==> config.mk <==
export PLATFORM = sky130hd
export DESIGN_NAME = rr_grant_scheduler_flat
export DESIGN_NICKNAME = d
export VERILOG_FILES = /design/src/rtl/rr_grant_scheduler_pkg.sv /design/src/rtl/rr_grant_scheduler_if.sv /design/src/rtl/rr_grant_scheduler_idx_decoder.sv /design/src/rtl/rr_grant_scheduler.sv /design/src/flat_wrapper.sv
export SDC_FILE = /design/constraint.sdc
export NUM_CORES = 1
export LEC_CHECK = 0
export CORE_MARGIN = 5
export CORE_UTILIZATION = 50
export CTS_CLUSTER_SIZE = 20
export DETAILED_ROUTE_END_ITERATION = 8
export GPL_TIMING_DRIVEN = 0
export PLACE_DENSITY = 0.74
export SETUP_SLACK_MARGIN = 0.3
export SYNTH_ARGS = -nofsm -noshare
export SYNTH_HDL_FRONTEND = slang
export SYNTH_SLANG_ARGS = --single-unit
==> constraint.sdc <==
create_clock -name clk -period 4.2 [get_ports clk]
set_clock_uncertainty 0.1 [all_clocks]
set_input_delay 0.42 -clock clk [delete_from_list [all_inputs] [get_ports clk]]
set_output_delay 0.42 -clock clk [all_outputs]
set_load 0.01 [all_outputs]
==> src/rtl/rr_grant_scheduler_pkg.sv <==
// Shared types and constants for the round-robin grant scheduler.
// Hold-timeout width helper is used only when HOLD_TIMEOUT_EN is defined.
package rr_grant_scheduler_pkg;

   localparam int unsigned NUM_REQ = 8;
   localparam int unsigned IDX_W   = 3;

   typedef enum logic {
      IDLE  = 1'b0,
      GRANT = 1'b1
   } state_t;

   // Bits needed to count 0..max_hold-1
   function automatic int unsigned hold_cnt_w(input int unsigned max_hold);
      int unsigned w;
      w = 1;
      while ((64'd1 << w) < 64'(max_hold)) begin
         w = w + 1;
      end
      return w;
   endfunction

endpackage

==> src/rtl/rr_grant_scheduler_if.sv <==
// Request/grant bus between the requesters and the round-robin scheduler.
// master: scheduler side, slave: requester side.
interface rr_grant_scheduler_if;
   import rr_grant_scheduler_pkg::*;

   logic [NUM_REQ-1:0] Req_in;
   logic [NUM_REQ-1:0] Grant_out;
   logic [IDX_W-1:0]   Grant_idx;
   logic               Grant_vld;

   modport master (
      input  Req_in,
      output Grant_out,
      output Grant_idx,
      output Grant_vld
   );

   modport slave (
      output Req_in,
      input  Grant_out,
      input  Grant_idx,
      input  Grant_vld
   );

endinterface

==> src/rtl/rr_grant_scheduler_idx_decoder.sv <==
// Combinational 3-to-8 one-hot decoder with enable; all-zero when disabled.
module idx_decoder_3to8
   import rr_grant_scheduler_pkg::*;
(
   input  logic [IDX_W-1:0]   i_idx,
   input  logic               i_en,
   output logic [NUM_REQ-1:0] o_onehot
);

   always_comb begin
      o_onehot = '0;
      if (i_en) begin
         o_onehot = NUM_REQ'(1) << i_idx;
      end
   end

endmodule

==> src/rtl/rr_grant_scheduler.sv <==
// Round-robin scheduler granting one of eight requesters, held until release.
// Optional hold timeout compiled in with `define HOLD_TIMEOUT_EN.
module rr_grant_scheduler
   import rr_grant_scheduler_pkg::*;
#(
   parameter int unsigned MAX_HOLD = 16
) (
   input  logic                 clk,
   input  logic                 rst,
   rr_grant_scheduler_if.master bus
);

   if (MAX_HOLD < 2 || MAX_HOLD > 256) begin : g_bad_max_hold
      $error("MAX_HOLD must be within 2..256");
   end

   state_t             r_state;
   state_t             w_state_nxt;
   logic [IDX_W-1:0]   r_ptr;
   logic [IDX_W-1:0]   w_ptr_nxt;
   logic [IDX_W-1:0]   r_idx;
   logic [IDX_W-1:0]   w_idx_nxt;
   logic               r_vld;
   logic               w_vld_nxt;
   logic               w_found;
   logic [IDX_W-1:0]   w_winner;
   logic [NUM_REQ-1:0] w_onehot;

`ifdef HOLD_TIMEOUT_EN
   localparam int unsigned CNT_W = hold_cnt_w(MAX_HOLD);

   logic [CNT_W-1:0] r_cnt;
   logic [CNT_W-1:0] w_cnt_nxt;
`endif

   // Rotating priority search: first set request at or above ptr, wrapping 7->0
   always_comb begin
      w_found  = 1'b0;
      w_winner = '0;
      for (int i = 0; i < int'(NUM_REQ); i++) begin
         if (!w_found && bus.Req_in[IDX_W'(r_ptr + IDX_W'(i))]) begin
            w_found  = 1'b1;
            w_winner = IDX_W'(r_ptr + IDX_W'(i));
         end
      end
   end

   always_comb begin
      w_state_nxt = r_state;
      w_ptr_nxt   = r_ptr;
      w_idx_nxt   = r_idx;
      w_vld_nxt   = r_vld;
`ifdef HOLD_TIMEOUT_EN
      w_cnt_nxt   = r_cnt;
`endif
      case (r_state)
         IDLE: begin
`ifdef HOLD_TIMEOUT_EN
            w_cnt_nxt = '0;
`endif
            if (w_found) begin
               w_idx_nxt   = w_winner;
               w_vld_nxt   = 1'b1;
               w_state_nxt = GRANT;
            end
         end
         GRANT: begin
            if (!bus.Req_in[r_idx]) begin
               w_vld_nxt   = 1'b0;
               w_idx_nxt   = '0;
               w_ptr_nxt   = IDX_W'(r_idx + IDX_W'(1));
               w_state_nxt = IDLE;
`ifdef HOLD_TIMEOUT_EN
               w_cnt_nxt   = '0;
            end else if (r_cnt == CNT_W'(MAX_HOLD - 1)) begin
               // Owner overstayed: revoke and move priority past it
               w_vld_nxt   = 1'b0;
               w_idx_nxt   = '0;
               w_ptr_nxt   = IDX_W'(r_idx + IDX_W'(1));
               w_state_nxt = IDLE;
               w_cnt_nxt   = '0;
            end else begin
               w_cnt_nxt   = CNT_W'(r_cnt + CNT_W'(1));
`endif
            end
         end
         default: begin
            w_state_nxt = IDLE;
         end
      endcase
   end

   always_ff @(posedge clk or posedge rst) begin
      if (rst) begin
         r_state <= IDLE;
         r_ptr   <= '0;
         r_idx   <= '0;
         r_vld   <= 1'b0;
`ifdef HOLD_TIMEOUT_EN
         r_cnt   <= '0;
`endif
      end else begin
         r_state <= w_state_nxt;
         r_ptr   <= w_ptr_nxt;
         r_idx   <= w_idx_nxt;
         r_vld   <= w_vld_nxt;
`ifdef HOLD_TIMEOUT_EN
         r_cnt   <= w_cnt_nxt;
`endif
      end
   end

   idx_decoder_3to8 u_dec (
      .i_idx    (r_idx),
      .i_en     (r_vld),
      .o_onehot (w_onehot)
   );

   assign bus.Grant_out = w_onehot;
   assign bus.Grant_idx = r_idx;
   assign bus.Grant_vld = r_vld;

endmodule

==> src/flat_wrapper.sv <==
// flat-port wrapper written by rule: the top's interface ports become plain ports
module rr_grant_scheduler_flat import rr_grant_scheduler_pkg::*;
#(
   parameter int unsigned MAX_HOLD = 16
)
  (clk, rst, bus_Req_in, bus_Grant_out, bus_Grant_idx, bus_Grant_vld);
  rr_grant_scheduler_if bus_i ();
  input  logic clk;
  input  logic rst;
  input wire logic [$bits(bus_i.Req_in)-1:0] bus_Req_in;
  output wire logic [$bits(bus_i.Grant_out)-1:0] bus_Grant_out;
  output wire logic [$bits(bus_i.Grant_idx)-1:0] bus_Grant_idx;
  output wire logic [$bits(bus_i.Grant_vld)-1:0] bus_Grant_vld;
  assign bus_i.Req_in = bus_Req_in;
  assign bus_Grant_out = bus_i.Grant_out;
  assign bus_Grant_idx = bus_i.Grant_idx;
  assign bus_Grant_vld = bus_i.Grant_vld;
  rr_grant_scheduler #(.MAX_HOLD(MAX_HOLD)) u_core (.clk(clk), .rst(rst), .bus(bus_i));
endmodule
==> results.json, run 1 <==
{
  "status": "finished clean",
  "die_h_um": 65.8,
  "period_needed_ns": 3.50,
  "num_vias": 1405,
  "synth_edf_count": 0,
  "synth_top_area_share": 0.130,
  "worstSetupStartpointType": "flop",
  "ant_nets": 0,
  "path_cells": "buf_6 > buf_12 > buf_12 > inv_1 > ha_1 > buf_2 > mux4_2 > mux2i_2 > mux2i_1 > nor2_1 > a2bb2o_1 > o21a_1 > o22a_1",
  "cap_viol_max_count": 0,
  "power_leakage_uw": 0.000749,
  "antenna_found_initial": 0,
  "fin_area_um2": 1840,
  "drc": 0,
  "r2r-start": "u_core.r_ptr[0]",
  "portBuffers": 21,
  "drt_first_pass_iters": 4,
  "h-tree-depth": 1,
  "placedCellCount": 221,
  "areaGrowthSynthToFinish_pct": 18.5,
  "crit_end": "u_core.bus.Grant_idx[2]",
  "drv_slew": 0,
  "clock-sinks": 8,
  "hold_viol_final": 0,
  "dieArea_um2": 4330,
  "p_seq_frac": 0.102,
  "hp-class": "input port to async pin",
  "vdd_drop_max_mv": 0.444,
  "yosys.area.top_type": "mux4_2",
  "synth_flop_cell": "dfrtp_1",
  "drtIter0Drc": 102,
  "post_cts_buffers": 0,
  "syn_area_per_cell_um2": 9.98,
  "yosysSeqAreaShare": 0.129,
  "p_int_uw": 824,
  "synthCells": 156,
  "r2r_setup_slack_ns": 0.70,
  "drive_above_1_share": 0.189,
  "finalWirelength_um": 3960,
  "start_util": 0.514,
  "tns_ns": 0,
  "grt_pass1_vias": 1345,
  "final_util": 0.609,
  "r2r_cells": 13,
  "dpl.hpwl_um": 3130,
  "ys_warn_count": 0,
  "synth_area_um2": 1560,
  "clk_path_buf_depth": 2,
  "cts-resized-gates": 0,
  "clkPwrFrac": 0.036,
  "startpoint": "u_core.r_ptr[0]",
  "synth-seq-cells": 8,
  "routedWlPerCell_um": 17.7,
  "cts_tree": "yes",
  "grt_pass1_wl_um": 6680,
  "grt_use_total": 0.197,
  "fmax_mhz": 286,
  "core-area_um2": 3030,
  "critPathKind": "flop to flop",
  "crit_path_max_fanout": 10,
  "crit_required_ns": 4.24,
  "crit_top_cell": "buf_12",
  "relSlewSlack": 0.673,
  "rsz0062_at_grt": "false",
  "timing.final.crit_share": 0.834,
  "worstMarginPinSlew_ns": 0.491,
  "gp_congestion": 0.888,
  "via_per_inst": 6.27,
  "cp-end-kind": "flop",
  "instances_no_fill": 224,
  "critPathMaxStageDelay_ns": 0.58,
  "final_nets": 200,
  "worstSkewPairLatency_ns": 0.26,
  "crit_arrival_ns": 3.54,
  "cts-hold-fix-buffers": 0,
  "grt_max_degree": 11,
  "async_reset_ff_frac": 1.00,
  "fp.dieW_um": 65.8,
  "antenna_cells": 0,
  "slowest_stage": "mux4_2",
  "power.switching_uw": 806,
  "p_comb_frac": 0.862,
  "swShare": 0.494,
  "clk_pin_slew_ns": 0.05,
  "synth.top_cells.by_area": "mux4_2 (13%), dfrtp_1 (13%), mux4_1 (10%)",
  "grt-ovfl-total": 0,
  "syn_nets": 174,
  "ys_types": 57,
  "dpl-instance-area_um2": 1820,
  "rows": 20,
  "whs_ns": 0.310,
  "setup_viol": 0,
  "power_density_nw_per_um2": 884,
  "root_buffer": "clkbuf_4",
  "r2r_end": "u_core.bus.Grant_idx[2]",
  "ios": 22,
  "cts_buffers": 3
}
[final cells by class]
| type | count | area, µm² |
|---|---|---|
| plain buffers | 8 | 82.6 |
| clock buffers | 3 | 22.5 |
| fillers | 273 | 1180 |
| inverters | 11 | 41.3 |
| multi-input cells | 129 | 1230 |
| flip-flops and latches | 8 | 200 |
| well taps | 44 | 55.1 |
| repair buffers | 21 | 210 |
[cells by family (layout without fill, tap and decap cells)]
family / after synthesis / after routing / synth area share
adders and majority gates: 8 / 8 / 0.0643
AOI/OAI and AO/OA: 41 / 41 / 0.186
muxes: 33 / 33 / 0.362
DFF: 8 / 8 / 0.129
buffers and inverters: 19 / 43 / 0.0796
and+or+nand+nor: 44 / 44 / 0.158
xor gates and xnor gates: 3 / 3 / 0.0217
[power by group through the flow]
stage	clock network (µW)	logic, µW	registers [µW]
finish	59.4	1400	166
CTS	61.5	1390	166
global route	69.5	1520	174
floorplan	0	1080	159
global placement	0	1350	164
detailed placement	0	1390	167
[state kept, by name, summed over array words and instances (netlist names)]
name,flops
u_core.bus.Grant_vld,1
u_core.r_ptr,3
u_core.r_state,1
u_core.bus.Grant_idx,3
[cells in the final DEF, fill, tap and decap left out, types with 3 or more instances in the layout]
master           synthesis  layout
a21oi_1                  9       9
a31oi_1                  3       3
and2_1                   7       7
and3_1                   3       3
clkbuf_4                 0       3
clkdlybuf4s50_1          0      21
dfrtp_1                  8       8
ha_1                     8       8
inv_1                   11      11
mux2_1                   4       4
mux2_2                   3       3
mux2i_1                  8       8
mux4_1                   6       6
mux4_2                   9       9
nand2_1                 11      11
nor2_1                   6       6
o21ai_0                  6       6
[routing by layer]
metal | track usage | vias up | share of wire | wire length [µm]
li1 | - | 652 | - | -
met1 | 0.277 | 700 | 0.43 | 1700
met2 | 0.318 | 48 | 0.50 | 1990
met3 | 0.0391 | 5 | 0.063 | 250
met4 | 0.0311 | 0 | 0.0048 | 19
met5 | 0 | - | 0 | 0
[synthesized netlist by cell type, types with 2 or more instances]
master	number
mux2_1	4
mux2_2	3
mux4_2	9
and2_1	7
nand2_1	11
o22ai_1	2
nor2_1	6
or2_4	2
dfrtp_1	8
ha_1	8
a31oi_1	3
mux4_1	6
nand3b_1	2
a21oi_1	9
nand2b_2	2
o21a_1	2
o21ai_1	2
mux2i_1	8
clkbuf_1	2
inv_1	11
mux2_4	2
buf_12	2
buf_2	2
nor2b_1	2
o21ai_0	6
and3_1	3
nand3_1	2
[per-stage QoR]
step / power, µW / setup WS (ns)
2_1_floorplan: 1240 / 1.06
3_3_place_gp: 1520 / 0.781
3_5_place_dp: 1550 / 0.714
4_1_cts: 1620 / 0.695
5_1_grt: 1760 / 0.514
6_report: 1630 / 0.698
[how the worst min path moves through the flow]
stage                                         end            startpoint  depth (start not counted)  slack [ns]
after global routing         u_core.bus.Grant_vld                   rst                          2        0.34
after detailed placement     u_core.bus.Grant_vld  u_core.bus.Grant_vld                          1        0.48
after floorplan           u_core.bus.Grant_idx[0]                   rst                          1        0.14
final                     u_core.bus.Grant_idx[1]                   rst                          2        0.31
after global placement       u_core.bus.Grant_vld  u_core.bus.Grant_vld                          1        0.47
after CTS                    u_core.bus.Grant_vld                   rst                          2        0.32
[worst max-delay path: cells and delay by family (launching register included)]
| kind | cells | cell delay, ns |
|---|---|---|
| adders and majority gates | 1 | 0.31 |
| muxes | 3 | 1.19 |
| and+or+nand+nor | 1 | 0.05 |
| DFF | 1 | 0.37 |
| AOI/OAI and AO/OA | 3 | 0.64 |
| buffers and inverters | 5 | 0.71 |
(Power assumes the default switching activity.)
==> inputs of run 2 (changes only) <==
--- a/config.mk
+++ b/config.mk
@@ -10,7 +10,7 @@
 export CTS_CLUSTER_SIZE = 20
 export DETAILED_ROUTE_END_ITERATION = 8
 export GPL_TIMING_DRIVEN = 0
-export PLACE_DENSITY = 0.74
+export PLACE_DENSITY = 0.77
 export SETUP_SLACK_MARGIN = 0.3
 export SYNTH_ARGS = -nofsm -noshare
 export SYNTH_HDL_FRONTEND = slang
==> constraint.sdc (replaced) <==
create_clock -name clk -period 2.95 [get_ports clk]
set_clock_uncertainty 0.1 [all_clocks]
set_input_delay 0.295 -clock clk [delete_from_list [all_inputs] [get_ports clk]]
set_output_delay 0.295 -clock clk [all_outputs]
set_load 0.01 [all_outputs]
==> results.json, run 2 (synthesis gave the netlist of run 1 again) <==
{
  "vdd_drop_max_mv": 0.629,
  "crit_arrival_ns": 3.00,
  "dieArea_um2": 4330,
  "placedCellCount": 221,
  "violations": "setup timing",
  "tns_ns": -0.00614,
  "drtIter0Drc": 120,
  "dpl.hpwl_um": 3190,
  "layout.area.seq_um2": 200,
  "drive_above_1_share": 0.303,
  "clock-sinks": 8,
  "r2r-start": "u_core.r_ptr[0]",
  "h-tree-depth": 1,
  "routedWlPerCell_um": 18.8,
  "grt_use_total": 0.227,
  "portBuffers": 21,
  "drt_first_pass_iters": 4,
  "crit_required_ns": 2.99,
  "cts-hold-fix-buffers": 0,
  "grt_max_degree": 11,
  "root_buffer": "clkbuf_4",
  "grt-ovfl-total": 0,
  "final_common_cell": "clkdlybuf4s50_1",
  "setup_viol": 1,
  "ios": 22,
  "rows": 20,
  "areaGrowthSynthToFinish_pct": 33.0,
  "fillers": 210,
  "start_util": 0.514,
  "period_needed_ns": 2.96,
  "hold_viol_final": 0,
  "worst_slack_ns": -0.00614,
  "rsz0062_at_grt": "true",
  "r2r_end": "u_core.bus.Grant_idx[0]",
  "worstSkewPairLatency_ns": 0.25,
  "cts_tree": "yes",
  "worstMarginPinSlew_ns": 0.518,
  "clk_pin_slew_ns": 0.05,
  "antenna_found_initial": 0,
  "via_per_inst": 6.31,
  "cap_viol_max_count": 0,
  "status": "complete, but fails checks",
  "final_cell_mix": "clkdlybuf4s50_1 (21), buf_4 (15), nand2_1 (10)",
  "r2r_setup_slack_ns": 0.01,
  "critPathKind": "input port to flop",
  "final_nets": 218,
  "clk_path_buf_depth": 2,
  "antenna_cells": 0,
  "num_vias": 1527,
  "gp_congestion": 0.916,
  "timing.final.crit_share": 1.00,
  "die_h_um": 65.8,
  "r2r_cells": 9,
  "fp.dieW_um": 65.8,
  "power_leakage_uw": 0.000853,
  "grt_pass1_vias": 1510,
  "crit_path_max_fanout": 10,
  "fmax_mhz": 338,
  "worstSetupStartpointType": "input port",
  "drv_slew": 0,
  "drc": 0,
  "hp-class": "input port to async pin",
  "cts_buffers": 3,
  "cp-end-kind": "flop",
  "finalWirelength_um": 4560,
  "core-area_um2": 3030,
  "grt_pass1_wl_um": 7510,
  "power_density_nw_per_um2": 1390,
  "instances_no_fill": 242,
  "multi_input_comb_area_um2": 1280,
  "relSlewSlack": 0.655,
  "ant_nets": 0
}
==> run 2: metrics by stage <==
step | utilization | power, µW | hold slack, ns | setup WS, ns | instance area, µm²
after floorplan | - | 1880 | 0.0107 | 0.0222 | 1600
after global placement | 0.617 | 2270 | 0.458 | -0.207 | 1870
after detailed placement | 0.617 | 2330 | 0.471 | -0.278 | 1870
after CTS | 0.675 | 2740 | 0.201 | -0.00573 | 2040
after global routing | 0.683 | 3060 | 0.243 | -0.0916 | 2070
final | 0.683 | 2870 | 0.191 | -0.00614 | 2070
==> run 2: per-layer routing <==
| metal | global-route usage | vias to the layer above | wire (µm) |
|---|---|---|---|
| met2 | 0.392 | 98 | 2260 |
| met1 | 0.292 | 731 | 1780 |
| li1 | - | 690 | - |
| met3 | 0.0544 | 8 | 473 |
| met4 | 0.0337 | 0 | 49 |
| met5 | 0 | - | 0 |
==> run 2: cell type report <==
| cell class | instances | share of cell area |
|---|---|---|
| inverter | 11 | 0.0236 |
| timing repair buffer | 39 | 0.172 |
| buffer | 8 | 0.0496 |
| multi-input combinational | 129 | 0.620 |
| sequential | 8 | 0.0967 |
| tap | 44 | 0.0266 |
| clock buffer | 3 | 0.0109 |
==> run 2: where the power goes <==
part	internal, µW	switching, µW
logic	1320	1220
clock network	46.6	37.2
registers	160	79.7
total	1530	1340
==> run 2: what timing repair did <==
action / CTS / global route
setup buffers: 16 / 2
gates resized for setup: 12 / 3
setup endpoints to repair: 5 / 5
endpoints found under the hold margin: 0 / 0
pin swaps: 10 / 7
==> run 2: worst max-delay path, cell delays in order <==
cell             delay [ns]
clkdlybuf4s50_1        0.58
mux4_1                 0.69
mux2_2                 0.36
nand3b_1               0.20
o41a_1                 0.49
o21ai_1                0.11
o22ai_1                0.09
a31o_1                 0.19
==> run 2: worst max-delay path by stage <==
stage / depth (start not counted) / start / end
finish: 8 / bus_Req_in[3] / u_core.bus.Grant_idx[0]
global route: 10 / u_core.r_ptr[0] / u_core.bus.Grant_idx[0]
CTS: 13 / u_core.r_ptr[0] / u_core.bus.Grant_idx[0]
detailed placement: 8 / bus_Req_in[3] / u_core.bus.Grant_idx[0]
global placement: 13 / u_core.r_ptr[0] / u_core.bus.Grant_idx[0]
floorplan: 13 / u_core.r_ptr[0] / u_core.bus.Grant_idx[0]
==> inputs of run 3 (changes only) <==
--- a/config.mk
+++ b/config.mk
@@ -6,11 +6,10 @@
 export NUM_CORES = 1
 export LEC_CHECK = 0
 export CORE_MARGIN = 5
-export CORE_UTILIZATION = 50
+export CORE_UTILIZATION = 35
 export CTS_CLUSTER_SIZE = 20
 export DETAILED_ROUTE_END_ITERATION = 8
 export GPL_TIMING_DRIVEN = 0
-export PLACE_DENSITY = 0.77
 export SETUP_SLACK_MARGIN = 0.3
 export SYNTH_ARGS = -nofsm -noshare
 export SYNTH_HDL_FRONTEND = slang
==> constraint.sdc (replaced) <==
create_clock -name clk -period 3 [get_ports clk]
set_clock_uncertainty 0.1 [all_clocks]
set_input_delay 0.3 -clock clk [delete_from_list [all_inputs] [get_ports clk]]
set_output_delay 0.3 -clock clk [all_outputs]
set_load 0.01 [all_outputs]
==> results.json, run 3 (synthesis gave the netlist of run 1 again) <==
{
  "antenna_found_initial": 0,
  "start_util": 0.360,
  "relSlewSlack": 0.685,
  "dpl.hpwl_um": 3290,
  "timing.final.crit_share": 0.997,
  "setup_viol": 0,
  "crit_arrival_ns": 3.01,
  "drv_slew": 0,
  "clock-sinks": 8,
  "highest_layer": "met4",
  "fin_area_um2": 2140,
  "slowest_stage": "mux4_2",
  "drtIter0Drc": 148,
  "worstSetupStartpointType": "flop",
  "critPathMaxStageDelay_ns": 0.52,
  "hold_viol_final": 0,
  "cts-hold-fix-buffers": 0,
  "final_common_cell": "clkdlybuf4s50_1",
  "whs_ns": 0.205,
  "cap_viol_max_count": 0,
  "grt-ovfl-total": 0,
  "cp-end-kind": "flop",
  "crit_path_max_fanout": 4,
  "root_buffer": "clkbuf_8",
  "tns_ns": 0,
  "fillers": 402,
  "via_per_inst": 6.05,
  "portBuffers": 21,
  "die_h_um": 76.7,
  "power_density_nw_per_um2": 1370,
  "gp_congestion": 0.814,
  "worst_slack_ns": 0.00932,
  "worstSkewPairLatency_ns": 0.24,
  "wl_met3_um": 173,
  "h-tree-depth": 1,
  "place_ws_ns": -0.226,
  "drive_above_1_share": 0.322,
  "rsz0062_at_grt": "true",
  "r2r_setup_slack_ns": 0.009,
  "cts_buffers": 3,
  "path_cells": "buf_6 > buf_12 > buf_12 > inv_4 > ha_4 > buf_8 > clkinv_4 > mux4_2 > or2_4 > buf_12 > nor3_4 > nand2_2 > o31a_1",
  "critPathBufInv": 7,
  "critPathKind": "flop to flop",
  "ios": 22,
  "wl_met1_um": 2010,
  "grt_pass1_wl_um": 7450,
  "routedWlPerCell_um": 17.9,
  "drc": 0,
  "vdd_drop_max_mv": 0.587,
  "drt_first_pass_iters": 4,
  "fp.dieW_um": 76.7,
  "grt_use_total": 0.155,
  "num_vias": 1518,
  "ant_nets": 0,
  "grt_max_degree": 11,
  "final_nets": 219,
  "crit_family": "buffers and inverters",
  "period_needed_ns": 2.99,
  "power_leakage_uw": 0.000876,
  "rows": 24,
  "areaGrowthSynthToFinish_pct": 37.6,
  "dieArea_um2": 5880,
  "hp-class": "input port to async pin",
  "worstMarginPinSlew_ns": 0.472,
  "crit_top_cell": "buf_12",
  "clk_pin_slew_ns": 0.04,
  "final_cell_mix": "clkdlybuf4s50_1 (21), buf_4 (16), nand2_1 (10)",
  "cts_tree": "yes",
  "clk_path_buf_depth": 2,
  "finalWirelength_um": 4490,
  "antenna_cells": 0,
  "p_total_uw": 2930,
  "fmax_mhz": 334,
  "crit_required_ns": 3.01,
  "core-area_um2": 4320,
  "met2_length_um": 2220,
  "grt_pass1_vias": 1445,
  "dpl-instance-area_um2": 1880,
  "status": "finished clean"
}
## run 3: final cells by class
class	count	area, µm²	area share
Multi-Input combinational cell	129	1310	0.612
Tap cell	52	65.1	0.0304
Clock buffer	3	41.3	0.0193
Inverter	11	48.8	0.0228
Buffer	8	103	0.0479
Timing Repair Buffer	40	373	0.174
Sequential cell	8	200	0.0935
## run 3: power breakdown
group | leakage, µW | internal [µW] | switching, µW | total, µW
Combinational | 0.000756 | 1340 | 1230 | 2560
Sequential | 0.0000981 | 158 | 77.3 | 235
Clock | 0.0000216 | 87.2 | 46.2 | 133
Total | 0.000876 | 1580 | 1350 | 2930
## run 3: worst paths after layout
kind,start,endpoint,cells past startpoint
hold / removal,rst,u_core.bus.Grant_idx[1],2
max in group asynchronous,rst,u_core.bus.Grant_vld,2
setup reg to reg,u_core.r_ptr[0],u_core.r_state,13
setup / recovery,u_core.r_ptr[0],u_core.r_state,13
min in group clk,u_core.bus.Grant_vld,u_core.bus.Grant_vld,1
hold reg to reg,u_core.bus.Grant_vld,u_core.bus.Grant_vld,1
## run 3: worst reg2reg max path, stage by stage (launching register included)
cell and delay [ns]:
dfrtp_1 0.39, buf_6 0.13, buf_12 0.11, buf_12 0.12, inv_4 0.05, ha_4 0.19
buf_8 0.13, clkinv_4 0.05, mux4_2 0.52, or2_4 0.27, buf_12 0.14, nor3_4 0.26
nand2_2 0.12, o31a_1 0.28
## run 3: per-stage QoR
step / std cells / utilization
3_5_place_dp: 229 / 0.435
2_1_floorplan: 156 / -
4_1_cts: 246 / 0.484
3_3_place_gp: 229 / 0.435
6_report: 251 / 0.495
5_1_grt: 251 / 0.495
## run 3: metal layers
layer,up-vias,global-route usage
met2,47,0.252
met4,0,0.0594
met5,-,0
li1,693,-
met3,8,0.0246
met1,770,0.205
## run 3: repair_timing
| item | CTS | global route |
|---|---|---|
| gates resized for setup | 14 | 5 |
| gates cloned | 0 | 0 |
| endpoints found under the setup margin | 5 | 5 |
| pin swaps | 12 | 6 |
| setup buffers | 14 | 5 |
| hold endpoints to repair | 0 | 0 |
